## src/rtl/demo_rx.sv

```systemverilog
// demo_rx: valid/ready receive FIFO with release gating, plus a phase/lag guarded observation port.
// Optional DEMO_RX_STATS_EN adds saturating accept (rx_count) and overflow-cycle (drop_count) counters.
module demo_rx #(
  parameter int DEPTH = 4,
  parameter int WIDTH = 32
) (
  input  logic             clk,
  input  logic             rst_n,
  input  logic             in_valid,
  input  logic [WIDTH-1:0] in_data,
  output logic             in_ready,
  input  logic             release_en,
  output logic             out_valid,
  output logic [WIDTH-1:0] out_data,
  input  logic             out_ready,
  output logic [WIDTH-1:0] leak_out,
  output logic             overflow
`ifdef DEMO_RX_STATS_EN
  ,
  output logic [15:0]      rx_count,
  output logic [7:0]       drop_count
`endif
);

  localparam int             AW         = (DEPTH > 1) ? $clog2(DEPTH) : 1;
  localparam logic [AW:0]    FULL_COUNT = (AW+1)'(DEPTH);

  logic [WIDTH-1:0] mem [DEPTH];
  logic [AW-1:0]    wr_ptr;
  logic [AW-1:0]    rd_ptr;
  logic [AW:0]      count;
  logic [1:0]       phase;
  logic [1:0]       lag;
  logic [WIDTH-1:0] guard;

  logic full;
  logic empty;
  logic accept;
  logic pop;

  assign full      = (count == FULL_COUNT);
  assign empty     = (count == '0);
  // Ready depends only on occupancy, so a full FIFO refuses even when a pop is in flight.
  assign in_ready  = !full;
  assign out_valid = !empty && release_en;
  assign accept    = in_valid && in_ready;
  assign pop       = out_valid && out_ready;

  assign out_data  = empty ? '0 : mem[rd_ptr];

  // guard is only nonzero right after a phase-3 accept, where lag is 3, so this
  // port can only ever show 0 or 1.
  assign leak_out  = (lag == 2'd1) ? guard + WIDTH'(1) : '0;

  // NOTE: storage array has no reset; count gates every read, so stale entries are never visible.
  always_ff @(posedge clk) begin
    if (accept) begin
      mem[wr_ptr] <= in_data;
    end
  end

  // NOTE: all state uses non-blocking assignments so every register samples pre-edge values.
  always_ff @(posedge clk) begin
    if (!rst_n) begin
      wr_ptr   <= '0;
      rd_ptr   <= '0;
      count    <= '0;
      phase    <= 2'd0;
      lag      <= 2'd3;
      guard    <= '0;
      overflow <= 1'b0;
    end else begin
      if (accept) begin
        wr_ptr <= wr_ptr + 1'b1;
        phase  <= phase + 2'd1;
        lag    <= lag + 2'd1;
      end
      if (pop) begin
        rd_ptr <= rd_ptr + 1'b1;
      end
      case ({accept, pop})
        2'b10:   count <= count + 1'b1;
        2'b01:   count <= count - 1'b1;
        default: count <= count;
      endcase
      guard <= (accept && phase == 2'd3) ? in_data : '0;
      if (in_valid && !in_ready) begin
        overflow <= 1'b1;
      end
    end
  end

`ifdef DEMO_RX_STATS_EN
  always_ff @(posedge clk) begin
    if (!rst_n) begin
      rx_count   <= '0;
      drop_count <= '0;
    end else begin
      if (accept && rx_count != 16'hFFFF) begin
        rx_count <= rx_count + 16'd1;
      end
      if (in_valid && !in_ready && drop_count != 8'hFF) begin
        drop_count <= drop_count + 8'd1;
      end
    end
  end
`endif

endmodule

```

## config.mk

```make
export PLATFORM = sky130hd
export DESIGN_NAME = demo_rx
export DESIGN_NICKNAME = d
export VERILOG_FILES = /design/src/rtl/demo_rx.sv
export SDC_FILE = /design/constraint.sdc
export NUM_CORES = 1
export LEC_CHECK = 0
export CAP_MARGIN = 20
export CORE_MARGIN = 10
export CORE_UTILIZATION = 35
export DETAILED_ROUTE_END_ITERATION = 16
export DONT_BUFFER_PORTS = 1
export PLACE_DENSITY = 0.57
export SYNTH_ARGS = -nofsm -noshare
export SYNTH_HDL_FRONTEND = slang
export SYNTH_SLANG_ARGS = --single-unit
```

## constraint.sdc

```tcl
create_clock -name clk -period 3.1 [get_ports clk]
set_input_delay 0.62 -clock clk [delete_from_list [all_inputs] [get_ports clk]]
set_output_delay 0.62 -clock clk [all_outputs]
set_load 0.01 [all_outputs]
```

### Yosys cells after proc, flatten, opt, wreduce, memory -nomap -nowiden

Memory sizes are Yosys's and may differ from the RTL's. A register that Yosys moved wholly into a read port is not among the register bits.
Index checks and enable logic that the tools add are counted.

| cells by class | value |
|---|---|
| reduce and logical (&&, ||, !) cells | 10 |
| mux-type cells | 7 |
| add/sub/neg operators | 7 |
| equality and inequality tests | 5 |

Operators by type and width:

| cell | number |
|---|---|
| two-way mux 32 bit | 2 |
| adder 32 x 1 -> 32 bit (second input constant) | 1 |
| adder 2 x 1 -> 2 bit (second input constant) | 4 |
| one-hot mux 3 bit (2 select lines) | 1 |
| logical AND 1 bit | 5 |
| == test 2 x 1 -> 1 bit (second input constant) | 2 |
| == test 2 bit (second input constant) | 2 |
| two-way mux 2 bit | 2 |
| adder 3 x 1 -> 3 bit (second input constant) | 1 |
| == test 3 bit (second input constant) | 1 |
| logical NOT 3 bit | 1 |
| subtractor 3 x 1 -> 3 bit (second input constant) | 1 |
| logical NOT 1 bit | 2 |
| two-way mux 1 bit | 2 |
| AND reduction 2 bit | 1 |
| nonzero test 2 bit | 1 |

| storage, ports and cells | value |
|---|---|
| bits in writable memories | 128 |
| memories kept | 1 |
| input bits | 37 |
| logic and storage cells | 37 |
| register bits after elaboration | 44 |
| output and inout port bits | 67 |

Memories:

| memory | words | bits a word | read ports | clocked after memory_dff | wr ports | line | text |
|---|---|---|---|---|---|---|---|
| mem | 4 | 32 | 1 | 1 | 1 | 28 | `logic [WIDTH-1:0] mem [DEPTH];` |

### Depth between registers and ports, before layout

Gate-level depths: netlist of run 1.

| depth | value |
|---|---|
| depth in word-level cells | 6 |
| gate-level depth with buffers | 10 |
| gate-level depth less buffers | 9 |

### Least setup slack after synthesis of run 1

Ideal clock, no wire load.

| path | value |
|---|---|
| kind | reg2reg |
| start point | register count[2] |
| end point | register count[2] |
| clock period less this slack | 2418 ps |
| data required time | 3024 ps |
| path buffers | 1 |
| setup slack | 682 ps |
| stages on the path, launching flop included | 11 |
| arrival | 2342 ps |
| setup time | 76 ps |
| path through | dfxtp_1 > or3b_4 > and2_1 > buf_2 > clkinv_1 > ha_1 > inv_1 > fa_1 > xor2_1 > or3_1 > a21boi_0 |

| on the way | value |
|---|---|
| elaborated cells between the ends (all ways) | 13 |
| those cells by class | add/sub (2); eq/ne (3); mux (1); reduce/logical (7) |

RTL lines:

| element | line | text |
|---|---|---|
| from (decl) | 31 | `logic [AW:0] count;` |
| from (signal assigned) | 82 | `2'b10: count <= count + 1'b1;` |
| from (signal assigned) | 83 | `2'b01: count <= count - 1'b1;` |
| from (signal assigned) | 84 | `default: count <= count;` |
| == test 3 bit (*) | 41 | `assign full = (count == FULL_COUNT);` |
| logical NOT 1 bit (*) | 44 | `assign in_ready = !full;` |
| named net in_ready | 11 | `output logic in_ready,` |
| logical AND 1 bit (*) | 46 | `assign accept = in_valid && in_ready;` |
| == test 2 x 1 -> 1 bit or == test 2 bit (tied branches) | 81 | `case ({accept, pop})` |
| one-hot mux 3 bit (2 select lines) or nonzero test 2 bit (tied branches) | - |  |

Mark *: on every way through the listed nets, which the timed path passes. The rest lies on a longest branch.
A chain may end at the register's enable or synchronous reset.

### Worst setup path after layout of run 1

| path | value |
|---|---|
| start point | register guard[0] |
| end point | output leak_out[28] |

| on the way | value |
|---|---|
| longest elaborated chain between the ends | 2 |

RTL lines:

| element | line | text |
|---|---|---|
| from (decl) | 34 | `logic [WIDTH-1:0] guard;` |
| from (signal assigned) | 86 | `guard <= (accept && phase == 2'd3) ? in_data : '0;` |
| adder 32 x 1 -> 32 bit | 53 | `assign leak_out = (lag == 2'd1) ? guard + WIDTH'(1) : '0;` |
| two-way mux 32 bit | 53 |  |
| to (decl) | 16 | `output logic [WIDTH-1:0] leak_out,` |

No other way between the ends.

==> results of run 1 <==
## cell type report
| cell class | instances | area share |
|---|---|---|
| Tap cell | 270 | 0.0412 |
| Clock inverter | 14 | 0.0218 |
| Multi-Input combinational cell | 276 | 0.288 |
| Inverter | 10 | 0.00458 |
| Clock buffer | 18 | 0.0523 |
| Timing Repair Buffer | 12 | 0.0110 |
| Sequential cell | 174 | 0.581 |
## synth_stat cells (6+ instances only)
library cell	number
inv_1	9
and2_1	73
mux4_2	32
and3_1	9
dfxtp_1	46
or4_1	12
clkbuf_1	11
nand2_1	19
nand4_1	13
xnor2_1	9
o21ai_0	6
or3_1	6
xor2_1	11
a21oi_1	16
nor2_1	15
edfxtp_1	128
o31ai_1	12
ha_1	8
nand3_1	10
## stage by stage
step           total power [mW]  hold slack, ps
2_1_floorplan              3.21             447
3_3_place_gp               3.39             459
3_5_place_dp               3.41             468
4_1_cts                    5.60             245
5_1_grt                    5.77             240
6_report                   5.52             270
## state kept, by name, summed over array words and instances, names as in the netlist, named ones only
name / cells
count: 3
mem: 128
phase: 2
guard: 32
rd_ptr: 2
wr_ptr: 2
lag: 2
overflow: 1
## power by group
part	switching [mW]	total, mW	internal (mW)	leakage [nW]
combinational	0.416	0.666	0.251	0.776
clock	0.908	2.19	1.28	0.289
sequential	0.0403	2.66	2.62	1.55
total	1.36	5.52	4.16	2.61
## kinds of logic after synthesis
logic type / Yosys count / synth area share
flops: 174 / 0.655
fa+ha+maj: 9 / 0.0165
mux: 32 / 0.0991
xor+xnor: 20 / 0.0241
simple gates: 175 / 0.149
buf+inv: 32 / 0.0225
compound gates: 40 / 0.0339
## final timing paths
path | start | end
setup / recovery | guard[0] | leak_out[28]
hold / removal | rst_n | lag[0]
setup reg to reg | count[2] | count[2]
hold reg to reg | phase[1] | phase[1]
## metal layers
| metal | vias up | track usage | wire [um] | share of wire |
|---|---|---|---|---|
| met5 | - | 0 | 0 | 0 |
| met4 | 0 | 0.0301 | 104 | 0.0060 |
| met3 | 9 | 0.0593 | 1520 | 0.088 |
| met2 | 106 | 0.203 | 8310 | 0.48 |
| met1 | 2090 | 0.160 | 7370 | 0.43 |
| li1 | 1849 | - | - | - |
## worst register-to-register path: cells and delay by family, from the launching register on
family	cells	cell delay, ps
xor gates and xnor gates	1	170
and+or+nand+nor	3	1020
adders and majority gates	2	600
buffers and inverters	2	220
AOI/OAI and AO/OA	1	160
DFF	1	370
## what timing repair did
action / 4_1_cts / 5_1_grt
setup endpoints to repair: 0 / 5
setup buffers: 0 / 3
resized for setup: 0 / 6
hold buffers: 0 / 0
==> results.cfg, run 1 <==
[synthesis]
ys_seq_area_frac = 0.655
synth_top_cell_by_area = edfxtp_1
ys_warn_count = 0
ys.flop_type = edfxtp_1
async_reset_ff_frac = 0
synth_edf_count = 128
synthCells = 482
syn_area_um2 = 7270
ys_types = 37
avgSynthCellArea_um2 = 15.1
synth.top_cell.area_share = 0.529
ys_top_cells_by_area = edfxtp_1 53%, dfxtp_1 13%, mux4_2 9.9%, and2_1 6.3%, ha_1 1.4%
synth_seq_cells = 174
synth_nets = 528

[flow_run]
maxCapViolations = 0

[die]
start_util = 0.357
die_width_um = 164
die_h_um = 164
core_area_um2 = 20400
rows = 52
ios = 104
fp.dieArea_um2 = 26900

[timing]
finalSetupViolCount = 0
fin_crit_sh = 0.945
rsz0062_at_grt = no
hold_viol_final = 0
relSlewSlack = 0.274
fin_worst_skew_ps = 7.34
fin_crit_ps = 2930
fin_ws_ps = 170
tightest_slew_ps = 1090
maxSlewViolCount = 0
fmax_ghz = 0.341
setup_tns_ps = 0

[placed_design]
place_inst = 739
placed_area_um2 = 7550
gp_congestion = 0.755
place_ws_ps = 483
io_buffers = 0
dp_hpwl_um = 11600

[critical_path]
startpoint_type = flop
arrival_ps = 2310
rr_worst_depth = 9
critPathMaxStageDelay_ps = 490
ff2ff_setup_slack_ps = 480
crit_path_top_delay_cell = or4_1
critical_path_class = flop to primary output
cp.depth = 5
path_buf_inv = 0
path_max_fanout = 6
worst_path_dominant_cell_family = simple AND/OR/NAND/NOR gates
path_cells = ha_2, and4_1, nand4_1, or4_1, a21oi_2
endpoint_kind = primary output
cp.required_ps = 2480

[global_route]
grt_max_degree = 35
grt_overflow_total = 0
grt_antenna_before_repair = 0
grt_usage = 0.130
grt_pass1_vias = 4235
grt_pass1_wl_um = 25900

[final_layout]
final_common_cell = edfxtp_1
multi_input_area_um2 = 2360
regArea_um2 = 4770
layout_common_cells = 128 x edfxtp_1, 73 x and2_1, 45 x dfxtp_1
final_layout_size_suffix_gt1_frac = 0.181
syn_to_final_growth_pct = 12.8
nFillCells = 1871
stdcell_area_um2 = 8200
nets = 537
diodes = 0
fin_util = 0.403
layoutNonFillerInstCount = 774

[clock_tree]
clock_latency_ps = 420
cts_buffers = 17
cts.sinks = 174
cts_tree = built
htree_levels = 4
path_clk_slew_ps = 70
cts_root_buf = clkbuf_16
clockBufferDepth = 2

[detailed_routing]
viasPerCell = 5.24
drt-total-wl_um = 17300
vias = 4054
drc = 0
wl_per_cell_um = 22.4
ant_nets = 0
drt_iter0_markers = 283
dr.pass1.iters = 4

[status]
status = finished, final reports clean

[worst_hold_path]
whs_path_depth = 1
hold_class = primary input to flop

[pwr]
peakVddDrop_v = 0.000660
p_leak_nw = 2.61
p_per_area_nw_per_um2 = 673
No activity file was read; power rests on OpenSTA's default activity.
==> inputs of run 2 (changes only) <==
Settings changed: SETUP_SLACK_MARGIN set to 0.05.
==> results.cfg, run 2 (synthesis gave the netlist of run 1 again) <==
[global_route]
grt_usage = 0.130
grt_overflow_total = 0
grt_antenna_before_repair = 0
grt_max_degree = 35
grt_pass1_vias = 4235
grt_pass1_wl_um = 25900

[clock_tree]
clock_latency_ps = 420
htree_levels = 4
path_clk_slew_ps = 70
cts_tree = built
clockBufferDepth = 2
cts_buffers = 17
cts.sinks = 174
holdBufCountCts = 0
cts_root_buf = clkbuf_16

[die]
die_width_um = 164
fp.dieArea_um2 = 26900
die_h_um = 164
core_area_um2 = 20400
rows = 52
start_util = 0.357
ios = 104

[pwr]
p_leak_nw = 2.63
peakVddDrop_v = 0.000659
p_per_area_nw_per_um2 = 671
p_total_mw = 5.53

[detailed_routing]
vias = 4048
ant_nets = 0
drt-total-wl_um = 17300
wl_per_cell_um = 22.3
dr.pass1.iters = 4
viasPerCell = 5.22
drc = 0
drt_iter0_markers = 283

[final_layout]
layout_common_cells = 128 x edfxtp_1, 73 x and2_1, 45 x dfxtp_1
largest_reg_flops = 128
layoutNonFillerInstCount = 775
syn_to_final_growth_pct = 13.2
largestRegisters = mem: 128 flops, guard: 32 flops, count: 3 flops
largest-register = mem
nets = 538
diodes = 0
nFillCells = 1868
stdcell_area_um2 = 8230
final_common_cell = edfxtp_1
final_layout_size_suffix_gt1_frac = 0.184

[critical_path]
path_max_fanout = 6
arrival_ps = 2320
r2r_start = count[2]
crit_start = guard[0]
critPathMaxStageDelay_ps = 500
cp.required_ps = 2480
crit_path_top_delay_cell = or4_1
crit_end = leak_out[28]
ff2ff_setup_slack_ps = 480
endpoint_kind = primary output
path_cells = ha_2, and4_2, nand4_1, or4_1, a21oi_2
r2r-end = count[2]
critical_path_class = flop to primary output
rr_worst_depth = 9
startpoint_type = flop

[timing]
fin_crit_ps = 2940
tightest_slew_ps = 569
maxSlewViolCount = 0
fmax_ghz = 0.340
finalSetupViolCount = 0
hold_viol_final = 0
rsz0062_at_grt = no
fin_ws_ps = 160
fin_crit_sh = 0.948
relSlewSlack = 0.621
fin_worst_skew_ps = 7.40
setup_tns_ps = 0

[placed_design]
gp_congestion = 0.755
io_buffers = 0
place_ws_ps = 483
place_inst = 739
placed_area_um2 = 7550
dp_hpwl_um = 11600

[worst_hold_path]
whs_path_depth = 1
hold_class = primary input to flop
min-delay-start = rst_n

[status]
status = finished, final reports clean

[flow_run]
maxCapViolations = 0
==> run 2: cell count changes in the layout (fill, tap and decap cells not counted), sizes merged <==
cell | before | now
buf | 12 | 13
==> run 2: metrics by stage <==
| step | hold WS (ps) | util |
|---|---|---|
| global route | 240 | 0.404 |
| floorplan | 447 | - |
| global placement | 459 | 0.371 |
| CTS | 245 | 0.402 |
| finish | 270 | 0.404 |
| detailed placement | 468 | 0.371 |
==> run 2: worst min-delay path by stage <==
stage                to  slack (ps)
3_3_place_gp   phase[1]         460
3_5_place_dp   phase[1]         470
5_1_grt          lag[0]         240
6_report         lag[0]         270
4_1_cts          lag[0]         250
2_1_floorplan  phase[1]         450
==> run 2: critical path, delay by kind of cell, from the launching register on <==
kind / cells / cell delay [ps]
compound gates: 1 / 220
fa+ha+maj: 1 / 260
flops: 1 / 390
simple gates: 3 / 1040
==> run 2: cell type report <==
cell class              count  area, um^2  share of cell area
repair buffers             13         118              0.0143
inverters                  10        37.5             0.00456
clock buffers              18         429              0.0521
well taps                 270         338              0.0410
multi-input cells         276        2370               0.287
clock inverters            14         179              0.0217
flip-flops and latches    174        4770               0.579
==> run 2: what timing repair did <==
item	in CTS	in global routing
pin swaps	0	1
setup buffers	0	3
resized for setup	5	2
setup endpoints to repair	5	8
==> run 2: report_power, final <==
group / internal [mW] / switching [mW] / total [mW]
logic: 0.260 / 0.416 / 0.677
clock network: 1.28 / 0.905 / 2.19
registers: 2.62 / 0.0402 / 2.66
==> run 2: layer usage <==
| layer | track usage | share of wire |
|---|---|---|
| met5 | 0 | 0 |
| met4 | 0.0301 | 0.0065 |
| met3 | 0.0593 | 0.091 |
| met2 | 0.203 | 0.48 |
| met1 | 0.160 | 0.42 |
